<file path="src/rtl/toggle_handshake_tx.sv">
// Source side of a two-phase toggle handshake: queues event pulses and launches one req_o toggle per ack.
// Optional ack-timeout flag is built only when TOGGLE_HS_TX_TIMEOUT_EN is defined.
module toggle_handshake_tx #(
  parameter int CNT_W       = 4,
  parameter int SYNC_STAGES = 2,
  parameter int TIMEOUT     = 1024
) (
  input  logic             clk_i,
  input  logic             arst_n_i,
  input  logic             pulse_i,
  output logic             req_o,
  input  logic             ack_i,
  output logic             busy_o,
  output logic [CNT_W-1:0] pending_o,
  output logic             done_o,
  output logic             drop_o,
  output logic             err_o
);

  typedef enum logic {
    ST_IDLE     = 1'b0,
    ST_WAIT_ACK = 1'b1
  } state_e;

  localparam logic [CNT_W-1:0] PEND_MAX = '1;
  localparam logic [CNT_W-1:0] PEND_ONE = CNT_W'(1);

  if (SYNC_STAGES < 2 || TIMEOUT < 1) begin : g_bad_param
    $error("toggle_handshake_tx: SYNC_STAGES must be >= 2 and TIMEOUT >= 1");
  end

  state_e                 state_q;
  logic [SYNC_STAGES-1:0] ack_sync_q;
  logic                   req_q;
  logic                   done_q;
  logic                   drop_q;
  logic [CNT_W-1:0]       pend_q;

  logic ack_s;
  logic complete;
  logic can_launch;
  logic launch;

  always_ff @(posedge clk_i or negedge arst_n_i) begin
    if (!arst_n_i) begin
      ack_sync_q <= '0;
    end else begin
      ack_sync_q <= {ack_sync_q[SYNC_STAGES-2:0], ack_i};
    end
  end

  assign ack_s      = ack_sync_q[SYNC_STAGES-1];
  assign complete   = (state_q == ST_WAIT_ACK) && (ack_s == req_q);
  assign can_launch = (state_q == ST_IDLE) || complete;
  assign launch     = can_launch && (pulse_i || (pend_q != '0));

  // A launch consumes pulse_i first; only a launch without pulse_i drains the queue.
  always_ff @(posedge clk_i or negedge arst_n_i) begin
    if (!arst_n_i) begin
      state_q <= ST_IDLE;
      req_q   <= 1'b0;
      done_q  <= 1'b0;
      drop_q  <= 1'b0;
      pend_q  <= '0;
    end else begin
      done_q <= complete;
      drop_q <= pulse_i && !launch && (pend_q == PEND_MAX);
      if (launch) begin
        req_q   <= ~req_q;
        state_q <= ST_WAIT_ACK;
      end else if (complete) begin
        state_q <= ST_IDLE;
      end
      if (pulse_i && !launch && (pend_q != PEND_MAX)) begin
        pend_q <= pend_q + PEND_ONE;
      end else if (launch && !pulse_i) begin
        pend_q <= pend_q - PEND_ONE;
      end
    end
  end

`ifdef TOGGLE_HS_TX_TIMEOUT_EN
  localparam int             TMO_W  = $clog2(TIMEOUT + 1);
  localparam logic [TMO_W-1:0] TMO_MAX  = TMO_W'(TIMEOUT);
  localparam logic [TMO_W-1:0] TMO_LAST = TMO_W'(TIMEOUT - 1);
  localparam logic [TMO_W-1:0] TMO_ONE  = TMO_W'(1);

  logic [TMO_W-1:0] tmo_q;
  logic             err_q;

  // err_q rises on the edge where the wait counter reaches TIMEOUT; the FSM keeps waiting.
  always_ff @(posedge clk_i or negedge arst_n_i) begin
    if (!arst_n_i) begin
      tmo_q <= '0;
      err_q <= 1'b0;
    end else begin
      if (launch) begin
        tmo_q <= '0;
      end else if ((state_q == ST_WAIT_ACK) && (tmo_q != TMO_MAX)) begin
        tmo_q <= tmo_q + TMO_ONE;
        if (tmo_q == TMO_LAST) begin
          err_q <= 1'b1;
        end
      end
    end
  end

  assign err_o = err_q;
`else
  assign err_o = 1'b0;
`endif

  assign req_o     = req_q;
  assign busy_o    = (state_q == ST_WAIT_ACK);
  assign pending_o = pend_q;
  assign done_o    = done_q;
  assign drop_o    = drop_q;

endmodule

</file>
<file path="config.mk">
export PLATFORM = sky130hd
export DESIGN_NAME = toggle_handshake_tx
export DESIGN_NICKNAME = d
export VERILOG_FILES = /design/src/rtl/toggle_handshake_tx.sv
export SDC_FILE = /design/constraint.sdc
export NUM_CORES = 1
export LEC_CHECK = 0
export ABC_CLOCK_PERIOD_IN_PS = 2020
export CAP_MARGIN = 10
export CORE_MARGIN = 3
export CORE_UTILIZATION = 41
export DETAILED_ROUTE_END_ITERATION = 10
export GPL_TIMING_DRIVEN = 0
export PLACE_DENSITY = 0.71
export RECOVER_POWER = 50
export SYNTH_ARGS = -nofsm -noshare
export SYNTH_HDL_FRONTEND = slang
export SYNTH_SLANG_ARGS = --single-unit
</file>
<file path="constraint.sdc">
create_clock -name clk_i -period 2.02 [get_ports clk_i]
set_clock_uncertainty 0.05 [all_clocks]
set_input_delay 0.303 -clock clk_i [delete_from_list [all_inputs] [get_ports clk_i]]
set_output_delay 0.303 -clock clk_i [all_outputs]
set_load 0.02 [all_outputs]
</file>
==> flow_summary.ini <==
[outcome]
status = finished, final reports clean

[yosys]
yosys.area_share.xor_xnor = 0.113
synth_nets = 53
ys_types = 27
synth_top_family_by_area = compound AO/OA/AOI/OAI gates
synthSimpleGateAreaFrac = 0.127
muxShareOfSynthArea = 0.0376
yosysSeqAreaShare = 0.469
avgSynthCellArea_um2 = 11.6
synth-seq-cells = 10
yosysWarningCount = 0
ys.flop_type = dfrtp_1
synth_cells = 46
postSynth.asyncResetShare = 1.00
syn-cell-area_um2 = 533
synth_compound_area_frac = 0.127
synth_edf_count = 0
synth_fa_ha_area_frac = 0.0845

[timing]
post-route-min-period_ns = 1.97
finalSetupViolCount = 0
maxSlewViolCount = 0
hold_violations = 0
finalSetupTns_ns = 0
fmax_mhz = 508
fin_crit_sh = 0.974

[floorplan]
die_area_um2 = 1770
fp.dieW_um = 42.1
ios = 13
die_h_um = 42.1
coreArea_um2 = 1160
start_util = 0.461
row_count = 12

[power]
powerDensity_nw_per_um2 = 1810
combPwrFrac = 0.601
finalPower_uw = 1410
ir_drop_uv = 858
switching_share = 0.393
p_int_uw = 856
power_frac_seq = 0.272
switchingPower_uw = 555
pwr-share-clk = 0.127
total_leakage_power_uw = 0.000318

[placed_design]
placed_cell_area_um2 = 682
gp_congestion = 0.808
dp_cells = 70
io_buffers = 10
dp_hpwl_um = 689

[setup_path]
critPathKind = reg -> reg
rr_worst_depth = 8
timing.rr.end = pending_o[3]
r2r_slack_ns = 0.05
r2r-start = pending_o[0]
cp-end-kind = flop
arrival_ns = 2.10
cp-start-kind = flop
cp.required_ns = 2.15
cp_max_fo = 7

[clock_network]
clkSlewWorstSetupHoldPaths_ns = 0.06
cts_tree = done
cts_inserted_buffers = 3
clockBufferDepth = 2
clock-sinks = 10
clockRootBuffer = clkbuf_4
ctsHoldBuffers = 0
htree_levels = 1
worstSkewPairLatency_ns = 0.27

[final_layout]
layout-drive-gt1-share = 0.409
diodes = 0
multi_input_area_um2 = 304
seq_area_um2 = 256
nFillCells = 82
fin_util = 0.673
nets = 74
stdcell_area_um2 = 778
areaGrowthSynthToFinish_pct = 46.0
final_cells = 80

[min_path]
hold_depth = 0
min_from = ack_sync_q[0]
hold_class = reg -> reg
holdPathEnd = ack_sync_q[1]

[global_route]
grt_overflow = 0
grt.total_usage = 0.125
antenna_found_initial = 0
grt_max_degree = 11
grt_pass1_wl_um = 1630
grt_pass1_vias = 372

[drt]
vias_per_cell = 5.24
routedWlPerCell_um = 12.6
drt_iter0_drc = 9
drc = 0
dr_total_vias = 419
wirelength_um = 1010
ant_nets = 0
first_pass_iters = 2

[flow_run]
max-cap-violations = 0
[power groups by stage]
stage	logic (µW)	registers, µW	clock network, µW
final	848	384	179
after global routing	939	396	196
after CTS	749	394	184
after global placement	705	393	0
after detailed placement	715	397	0
after floorplan	429	462	0
[cells in the mapped netlist (all sizes together) (2+ instances only)]
cell type | n | area share
ha | 2 | 0.047
nand3 | 2 | 0.019
a21oi | 2 | 0.019
mux2i | 2 | 0.038
nor2 | 3 | 0.021
inv | 2 | 0.014
xor2 | 2 | 0.047
dfrtp | 10 | 0.47
xnor2 | 4 | 0.066
[how the worst max path moves through the flow]
stage                              from      endpoint  cells after the start
after floorplan            pending_o[2]  pending_o[3]                      8
after global placement    ack_sync_q[1]  pending_o[3]                      8
after detailed placement  ack_sync_q[1]  pending_o[1]                      6
after CTS                  pending_o[1]  pending_o[3]                      8
after global routing       pending_o[0]  pending_o[3]                      8
final                      pending_o[0]  pending_o[3]                      8
[what timing repair did]
action,4_1_cts,5_1_grt
buffers inserted,1,5
cloned,0,0
resized for setup,1,4
endpoints found under the setup margin,3,3
hold endpoints to repair,0,0
pin swaps,1,1
[logic make-up (layout without fill, tap and decap cells)]
group,count (synthesis),after routing
DFF,10,10
muxes,2,2
adders and majority gates,3,3
other,1,1
xor gates and xnor gates,6,6
buffers and inverters,4,24
and+or+nand+nor,11,11
AOI/OAI and AO/OA,9,9
[worst max-delay path, stage by stage, from the launching register on]
cell and delay [ns]:
dfrtp_2 0.45, nand4_1 0.16, and4_4 0.25, inv_2 0.10, ha_4 0.20, a21o_2 0.19
a21oi_2 0.13, mux2i_1 0.22, xnor2_1 0.14
[flip-flops by register name, summed over array words and instances (netlist names)]
name,count
drop_o,1
busy_o,1
req_o,1
done_o,1
pending_o,4
ack_sync_q,2
[layout by cell type, fill, tap and decap left out, types with 2 or more instances in the layout]
cell type	synthesis	layout
mux2i_1	2	2
dlygate4sd3_1	0	2
clkbuf_4	0	3
nor2_1	3	3
clkdlybuf4s50_1	0	8
dfrtp_2	0	5
buf_4	1	7
dfrtp_1	10	5
nand3_1	2	2
xnor2_1	4	4
[stage by stage]
step,hold WS (ns),setup WS [ns]
after global routing,0.317,-0.0201
final,0.307,0.0520
after global placement,0.285,-0.0283
after CTS,0.300,0.0381
after detailed placement,0.293,-0.0373
after floorplan,-0.0426,0.0267
[metal layers]
layer	share of wire	vias up	wire [µm]	global-route usage
met5	0	-	0	0
met4	0	0	0	0.0186
met3	0.079	0	80	0.0858
met2	0.45	10	457	0.185
met1	0.47	204	470	0.154
li1	-	205	-	-
[area by class of cell]
type,count,share of cell area
Timing Repair Buffer,16,0.186
Multi-Input combinational cell,32,0.391
Clock buffer,4,0.0466
Tap cell,14,0.0225
Sequential cell,10,0.330
Buffer,2,0.0145
Inverter,2,0.00965
Note: power is estimated with default switching activity, not from simulation.
